[config.mk]
export PLATFORM = sky130hd
export DESIGN_NAME = free_tag_pool
export DESIGN_NICKNAME = d
export VERILOG_FILES = /design/src/rtl/free_tag_pool.sv
export SDC_FILE = /design/constraint.sdc
export NUM_CORES = 1
export LEC_CHECK = 0
export BUFFER_PORTS_ARGS = -buffer_cell sky130_fd_sc_hd__buf_2
export CAP_MARGIN = 15
export CELL_PAD_IN_SITES_DETAIL_PLACEMENT = 0
export CELL_PAD_IN_SITES_GLOBAL_PLACEMENT = 1
export CORE_MARGIN = 5
export CORE_UTILIZATION = 56
export DETAILED_ROUTE_END_ITERATION = 16
export PLACE_DENSITY_LB_ADDON = 0.25
export SLEW_MARGIN = 20
export SYNTH_ARGS = -nofsm -noshare
export SYNTH_HDL_FRONTEND = slang
export SYNTH_SLANG_ARGS = --single-unit
[constraint.sdc]
create_clock -name clk -period 9.1 [get_ports clk]
set_clock_uncertainty 0.2 [all_clocks]
set_input_delay 1.365 -clock clk [delete_from_list [all_inputs] [get_ports clk]]
set_output_delay 1.365 -clock clk [all_outputs]
set_load 0.01 [all_outputs]
[src/rtl/free_tag_pool.sv]
`default_nettype none
// ============================================================================
// Module      : free_tag_pool
// Description : Physical-tag free list for the Rename stage. Holds every
//               unallocated physical tag in a circular FIFO, hands out up to
//               two tags per cycle to Rename, and absorbs up to two tags per
//               cycle retired by the reorder buffer. Tag p0 is never stored.
//
// Ports
//   clk          in   1          clock, all state updates on posedge
//   rst_n        in   1          asynchronous active-low reset
//   alloc_num    in   2          tags requested this cycle (0, 1 or 2)
//   freed_tag_1  in   TAG_WIDTH  first retired tag, 0 = none
//   freed_tag_2  in   TAG_WIDTH  second retired tag, 0 = none
//   alloc_grant  out  1          request satisfied this cycle (all-or-nothing)
//   alloc_tag_1  out  TAG_WIDTH  first granted tag, 0 when not granted
//   alloc_tag_2  out  TAG_WIDTH  second granted tag, 0 unless two granted
//   free_count   out  TAG_WIDTH+1 registered number of tags in the pool
//
// Revision    : 1.0  initial release
// ============================================================================
module free_tag_pool #(
  parameter int unsigned NUM_TAGS      = 64,
  parameter int unsigned NUM_ARCH_REGS = 32,
  parameter int unsigned TAG_WIDTH     = 6
) (
  input  logic                 clk,
  input  logic                 rst_n,
  input  logic [1:0]           alloc_num,
  input  logic [TAG_WIDTH-1:0] freed_tag_1,
  input  logic [TAG_WIDTH-1:0] freed_tag_2,
  output logic                 alloc_grant,
  output logic [TAG_WIDTH-1:0] alloc_tag_1,
  output logic [TAG_WIDTH-1:0] alloc_tag_2,
  output logic [TAG_WIDTH:0]   free_count
);

  localparam int unsigned c_cnt_w      = TAG_WIDTH + 1;
  localparam int unsigned c_reset_free = NUM_TAGS - NUM_ARCH_REGS;

  // Tags NUM_ARCH_REGS..NUM_TAGS-1 start out free; the architectural
  // mappings p0..p(NUM_ARCH_REGS-1) are live at reset.
  localparam logic [NUM_TAGS-1:0] c_in_pool_rst = {NUM_TAGS{1'b1}} << NUM_ARCH_REGS;

  // --------------------------------------------------------------------------
  // State
  // --------------------------------------------------------------------------
  logic [TAG_WIDTH-1:0] r_fifo [NUM_TAGS];
  logic [TAG_WIDTH-1:0] r_head;
  logic [TAG_WIDTH-1:0] r_tail;
  logic [c_cnt_w-1:0]   r_count;
  logic [NUM_TAGS-1:0]  r_in_pool;

  // --------------------------------------------------------------------------
  // Allocation side (combinational from registered state)
  // --------------------------------------------------------------------------
  logic [c_cnt_w-1:0]   w_req;
  logic                 w_grant;
  logic [TAG_WIDTH-1:0] w_head_plus1;
  logic [TAG_WIDTH-1:0] w_head_tag_1;
  logic [TAG_WIDTH-1:0] w_head_tag_2;
  logic [1:0]           w_pop_num;

  assign w_req        = c_cnt_w'(alloc_num);
  // Decision looks only at the registered count: a tag freed this cycle is
  // not visible to the grant until the next cycle.
  assign w_grant      = (w_req <= r_count);
  assign w_head_plus1 = r_head + TAG_WIDTH'(1);
  assign w_head_tag_1 = r_fifo[r_head];
  assign w_head_tag_2 = r_fifo[w_head_plus1];
  assign w_pop_num    = w_grant ? alloc_num : 2'd0;

  assign alloc_grant  = w_grant;
  assign alloc_tag_1  = (w_grant && (alloc_num != 2'd0)) ? w_head_tag_1 : '0;
  assign alloc_tag_2  = (w_grant && (alloc_num == 2'd2)) ? w_head_tag_2 : '0;
  assign free_count   = r_count;

  // --------------------------------------------------------------------------
  // Free side
  // --------------------------------------------------------------------------
  logic                 w_push_1;
  logic                 w_push_2;
  logic [1:0]           w_push_num;
  logic [TAG_WIDTH-1:0] w_wr_addr_1;
  logic [TAG_WIDTH-1:0] w_wr_addr_2;
  logic [c_cnt_w-1:0]   w_count_next;

  assign w_push_1    = (freed_tag_1 != '0);
  assign w_push_2    = (freed_tag_2 != '0);
  assign w_push_num  = {1'b0, w_push_1} + {1'b0, w_push_2};
  // Compaction: the second tag lands at the tail itself when the first
  // slot carries no tag.
  assign w_wr_addr_1 = r_tail;
  assign w_wr_addr_2 = r_tail + TAG_WIDTH'(w_push_1);

  assign w_count_next = r_count - c_cnt_w'(w_pop_num) + c_cnt_w'(w_push_num);

  // --------------------------------------------------------------------------
  // FIFO storage: one register per entry with its own write decode
  // --------------------------------------------------------------------------
  for (genvar i = 0; i < NUM_TAGS; i++) begin : g_entry
    localparam logic [TAG_WIDTH-1:0] c_init =
      (i < c_reset_free) ? TAG_WIDTH'(NUM_ARCH_REGS + i) : '0;

    always_ff @(posedge clk or negedge rst_n) begin
      if (!rst_n) begin
        r_fifo[i] <= c_init;
      end else if (w_push_1 && (w_wr_addr_1 == TAG_WIDTH'(i))) begin
        r_fifo[i] <= freed_tag_1;
      end else if (w_push_2 && (w_wr_addr_2 == TAG_WIDTH'(i))) begin
        r_fifo[i] <= freed_tag_2;
      end
    end
  end

  // --------------------------------------------------------------------------
  // Pointers and count
  // --------------------------------------------------------------------------
  always_ff @(posedge clk or negedge rst_n) begin
    if (!rst_n) begin
      r_head  <= '0;
      r_tail  <= TAG_WIDTH'(c_reset_free);
      r_count <= c_cnt_w'(c_reset_free);
    end else begin
      r_head  <= r_head + TAG_WIDTH'(w_pop_num);
      r_tail  <= r_tail + TAG_WIDTH'(w_push_num);
      r_count <= w_count_next;
    end
  end

  // --------------------------------------------------------------------------
  // Membership bitmap, kept only to catch protocol violations
  // --------------------------------------------------------------------------
  logic [NUM_TAGS-1:0] w_in_pool_next;

  always_comb begin
    w_in_pool_next = r_in_pool;
    // A pushed tag cannot also be popped (it was not in the pool), so the
    // order of clear and set does not matter for legal traffic.
    if (w_pop_num != 2'd0) begin
      w_in_pool_next[w_head_tag_1] = 1'b0;
    end
    if (w_pop_num == 2'd2) begin
      w_in_pool_next[w_head_tag_2] = 1'b0;
    end
    if (w_push_1) begin
      w_in_pool_next[freed_tag_1] = 1'b1;
    end
    if (w_push_2) begin
      w_in_pool_next[freed_tag_2] = 1'b1;
    end
  end

  always_ff @(posedge clk or negedge rst_n) begin
    if (!rst_n) begin
      r_in_pool <= c_in_pool_rst;
    end else begin
      r_in_pool <= w_in_pool_next;
    end
  end

`ifndef SYNTHESIS
  // --------------------------------------------------------------------------
  // Protocol checks
  // --------------------------------------------------------------------------
  always @(posedge clk) begin
    if (rst_n) begin
      if (alloc_num == 2'd3) begin
        $fatal(1, "free_tag_pool: illegal alloc_num 3");
      end
      if (w_push_1 && r_in_pool[freed_tag_1]) begin
        $fatal(1, "free_tag_pool: double free of tag %0d", freed_tag_1);
      end
      if (w_push_2 && r_in_pool[freed_tag_2]) begin
        $fatal(1, "free_tag_pool: double free of tag %0d", freed_tag_2);
      end
      if (w_push_1 && (freed_tag_1 == freed_tag_2)) begin
        $fatal(1, "free_tag_pool: same tag %0d freed twice in one cycle", freed_tag_1);
      end
      if (w_count_next > c_cnt_w'(NUM_TAGS - 1)) begin
        $fatal(1, "free_tag_pool: count overflow (%0d)", w_count_next);
      end
    end
  end
`endif

endmodule
`default_nettype wire

# After elaboration in Yosys (flattened, before gate mapping)
# Index checks and enable logic that the tools add are counted.
[totals]
output_inout_bits = 20
regBits = 403
[classes]
muxes = 137
n_eq_ne = 127
n_lt_le_gt_ge = 3
bitwise = 2
n_addsub = 7
reduce_logical = 199
[op_table]
columns = ["cell", "count"]
rows = [
  ["two-way mux 6 bit", 134],
  ["== test 6 bit (second input constant)", 64],
  ["== test 6 x 5 -> 1 bit (second input constant)", 32],
  ["logical AND 1 bit", 130],
  ["nonzero test 2 bit", 65],
  ["== test 6 x 4 -> 1 bit (second input constant)", 16],
  ["binary-select mux 6 bit (select 6 bit)", 2],
  ["== test 6 x 3 -> 1 bit (second input constant)", 8],
  ["== test 6 x 2 -> 1 bit (second input constant)", 4],
  [">= comparator 7 bit (second input constant)", 2],
  ["inverter 6 -> 7 bit", 2],
  ["adder 6 x 2 -> 6 bit", 2],
  ["== test 6 x 1 -> 1 bit (second input constant)", 2],
  ["zero test 6 bit", 2],
  ["nonzero test 6 bit", 2],
  ["adder 7 x 2 -> 7 bit", 1],
  ["less-or-equal comparator 2 x 7 -> 1 bit", 1],
  ["subtractor 7 x 2 -> 7 bit", 1],
  ["adder 6 x 1 -> 6 bit", 1],
  ["adder 6 x 1 -> 6 bit (second input constant)", 1],
  ["adder 1 x 1 -> 2 bit", 1],
  ["== test 2 bit (second input constant)", 1],
  ["two-way mux 2 bit", 1],
]

# Longest topological paths before layout
[depth]
word_depth = 6
mapped_depth = 16
ltp_nobuf = 16

# Worst setup path after synthesis
# No wires, ideal clock.
[synth_timing]
kind = "input to register"
from = "input port freed_tag_1[1]"
to = "register r_fifo[90] in the netlist's numbering"
arrival_ps = 4250
slack_ps = 4513
setup_ps = 137
required_time_ps = 8763
stages = 12
path_cell_list = "nor4_1 > nand2_1 > ha_1 > ha_1 > clkbuf_1 > or2_2 > o21ai_1 > o2bb2ai_1 > buf_2 > nand3_1 > mux2i_1 > a21oi_1"
[synth_between]
elab_chain_cells = 5
elab_cells_between_ends = 7
classes_between = "add/sub (1); eq/ne (1); mux (1); reduce/logical (4)"
[synth_lines]
columns = ["element", "line_no", "text"]
rows = [
  ["start: declaration", "30", "input logic [TAG_WIDTH-1:0] freed_tag_1,"],
  ["nonzero test 6 bit (*)", "88", "assign w_push_1 = (freed_tag_1 != '0);"],
  ["adder 6 x 1 -> 6 bit", "94", "assign w_wr_addr_2 = r_tail + TAG_WIDTH'(w_push_1);"],
  ["== test 6 bit", "110", "end else if (w_push_2 && (w_wr_addr_2 == TAG_WIDTH'(i))) begin"],
  ["logical AND 1 bit", "110", ""],
  ["nonzero test 2 bit (no line)", "n/a", ""],
  ["end signal: indexed assignment", "107", "r_fifo[i] <= c_init;"],
  ["end signal: indexed assignment", "109", "r_fifo[i] <= freed_tag_1;"],
  ["end signal: indexed assignment", "111", "r_fifo[i] <= freed_tag_2;"],
  ["end: declaration", "48", "logic [TAG_WIDTH-1:0] r_fifo [NUM_TAGS];"],
]
# Every way passes the cells marked *; elsewhere a longest branch is shown, timed or not.
# A chain may end at the register's enable or synchronous reset.

# Final worst setup path
[layout_timing]
from = "register r_head[0]"
to = "output port alloc_tag_2[0]"
[layout_between]
elab_chain_cells = 6
[layout_lines]
columns = ["element", "line_no", "text"]
rows = [
  ["start: declaration", "49", "logic [TAG_WIDTH-1:0] r_head;"],
  ["start signal: assignment", "125", "r_head <= r_head + TAG_WIDTH'(w_pop_num);"],
  ["adder 6 x 1 -> 6 bit", "68", "assign w_head_plus1 = r_head + TAG_WIDTH'(1);"],
  ["inverter 6 -> 7 bit (implied by the code)", "70", "assign w_head_tag_2 = r_fifo[w_head_plus1];"],
  ["binary-select mux 6 bit (select 6 bit)", "70", ""],
  ["two-way mux 6 bit (implied by the code) (2 in series)", "70", ""],
  ["two-way mux 6 bit", "75", "assign alloc_tag_2 = (w_grant && (alloc_num == 2'd2)) ? w_head_tag_2 : '0;"],
  ["end: declaration", "34", "output logic [TAG_WIDTH-1:0] alloc_tag_2,"],
]
# Every way passes these cells. The select of a mux whose other input is x is not followed.

==> results_dict.tcl <==
set metrics [dict create \
    outcome "finished, final reports clean" \
    clk_latency_ns 0.60 \
    gp_congestion 1.02 \
    cts-resized-gates 0 \
    hp-start "r_fifo[220]" \
    yosys-top-cells-area "dfrtp_1 27%, mux4_2 16%, mux2i_1 16%, dfstp_2 11%, nand2_1 6.4%" \
    clockBufferDepth 3 \
    synth_cell_types 68 \
    yosysMostFrequentCell "nand2_1" \
    fin_area_sq_mm 0.0289 \
    leakagePower_nw 11.9 \
    rows 80 \
    synth.net_count 2609 \
    cts_buffers 49 \
    fin_setup_tns_ns 0 \
    rsz0062_at_grt "false" \
    fin_crit_ns 6.52 \
    rr_startpoint "free_count[1]" \
    crit_fanout 66 \
    hold-path-endpoint "r_fifo[220]" \
    holdWs_ns 0.360 \
    wl_per_cell_um 28.7 \
    synth_area_leader_cell "dfrtp_1" \
    clkSlewWorstSetupHoldPaths_ns 0.06 \
    antenna_found_initial 0 \
    max-slew-margin-rel 0.188 \
    fillCellCount 3851 \
    synth_seq_cells 403 \
    crit_type "reg2out" \
    synth_top_area_frac 0.270 \
    grt_max_degree 132 \
    grt_pass1_wl_um 137000 \
    ys_async_sr_fraction 1.00 \
    worst_hold_path_type "reg2reg" \
    end_kind "output pin" \
    cts.root.buffer_cell "clkbuf_16" \
    synth_cells 2568 \
    die_y_um 229 \
    synth_edf_count 0 \
    io_buffers 35 \
    htreeDepth 2 \
    cap_violations 0 \
    min_path_cells 2 \
    finalSetupViolCount 0 \
    cp-start-kind "register" \
    hold_viol_final 0 \
    utilization 0.607 \
    hold_buffers 0 \
    worstMarginPinSlew_ns 1.19 \
    cp_data_arrival_time_ns 4.95 \
    yosys_warnings 0 \
    dr_total_vias 21200 \
    vdd_drop_max_v 0.000282 \
    drv_slew 0 \
    reg2reg_depth 14 \
    dieArea_sq_mm 0.0523 \
    cts_sinks 403 \
    grt_remaining_overflow 0 \
    core-area_sq_mm 0.0475 \
    ios 36 \
    post-route-period-util 0.716 \
    drcViolationCount 0 \
    synth_common_cells "456 x nand2_1, 420 x mux2i_1, 289 x dfrtp_1" \
    cts_setup_buffers 0 \
    placed_cell_area_sq_mm 0.0271 \
    syn_area_sq_mm 0.0268 \
    r2r-end "free_count[6]" \
    powerDensity_mw_per_mm2 423 \
    n_antenna_cell 0 \
    nets 2486 \
    grt_pass1_vias 21000 \
    dominantRegCellSynth "dfrtp_1" \
    r2r_setup_slack_ns 5.22 \
    via_per_inst 6.85 \
    final_antenna_net_count 0 \
    yosysSeqAreaShare 0.382 \
    grtUsageTotal 0.339 \
    dpl.hpwl_um 58100 \
    die_w_um 229 \
    clock.fmax_ghz 0.153 \
    cts_tree "built" \
    start_util 0.563 \
    drt-total-wl_um 88900 \
    worstPathRequired_ns 7.54 \
    syn_area_per_cell_sq_um 10.4 \
    syn2layout_area_growth_pct 7.76 \
    drive_gt1_frac 0.215 \
    first_pass_iters 6 \
    drt_iter0_markers 2576 \
]
final cells by class:
cell class                 instances  area, sq um  share of cell area
multi-input combinational       1889        15500               0.538
sequential                       403        10200               0.355
clock buffer                      76         1560              0.0541
tap                              615          769              0.0267
timing repair buffer              75          502              0.0174
clock inverter                    16          171             0.00594
inverter                          27          101             0.00351
sequential cells by signal (all words and copies together), names as in the netlist:
signal and cells:
r_fifo 384, free_count 7, r_head 6, r_tail 6
logic make-up after synthesis:
group / synth area share
mux: 0.319
flops: 0.382
fa+ha+maj: 0.0128
compound gates: 0.105
simple gates: 0.131
xor+xnor: 0.00845
buf+inv: 0.0414
critical path: stages, from the launching register on:
cell	delay [ns]
dfrtp_4	1.10
ha_4	0.99
mux4_2	0.40
mux2i_1	0.12
a32o_1	0.31
a2111oi_0	1.00
a41o_1	0.26
buf_2	0.16
worst max-delay path by stage:
stage	start	endpoint	slack, ns	depth (start not counted)
final	r_head[0]	alloc_tag_2[0]	2.58	7
after global routing	r_head[0]	alloc_tag_2[0]	2.51	7
after CTS	r_head[0]	alloc_tag_2[0]	2.68	7
after detailed placement	freed_tag_1[5]	r_fifo[74]	3.25	12
after global placement	r_head[0]	alloc_tag_1[0]	3.41	8
after floorplan	freed_tag_1[1]	r_fifo[90]	4.51	12
layer usage:
metal,GRT usage,part of all wire,wire [um]
met1,0.471,0.40,35600
met2,0.517,0.45,40200
met3,0.0739,0.093,8260
met4,0.155,0.054,4800
met5,0,0,0
layout by cell type, fill, tap and decap left out, types with 6 or more instances in the layout:
master       n
clkinv_2     9
buf_2       34
nor3_4      28
mux4_2     193
nand3_4      8
ha_1        20
mux2i_1    420
xor2_1       8
clkbuf_8    19
inv_1       25
a221oi_1     6
nand3_1     53
nand2b_1    12
nor2b_1     11
a32o_1       6
a21oi_1     60
o21ai_1    130
clkbuf_1     6
a2111oi_0    9
dfrtp_1    286
xnor2_1     10
and3_1       9
a211oi_1    15
clkbuf_16   51
buf_4       38
and2_1       7
nand2_1    456
o22ai_1      6
dfstp_2    114
nor2_1     116
o21ai_0    229
power by group:
| part | internal (mW) | total (mW) | switching [mW] |
|---|---|---|---|
| sequential | 2.79 | 3.75 | 0.959 |
| combinational | 2.74 | 6.37 | 3.63 |
| clock | 1.26 | 2.09 | 0.827 |
metrics by stage:
stage | std cells | power [mW] | setup slack (ns)
2_1_floorplan | 2568 | 7.89 | 4.51
3_3_place_gp | 3009 | 9.77 | 3.41
6_report | 3101 | 12.2 | 2.58
4_1_cts | 3101 | 12.1 | 2.68
3_5_place_dp | 3009 | 9.98 | 3.25
5_1_grt | 3101 | 12.8 | 2.51
Power figures use the tool's default switching activity.
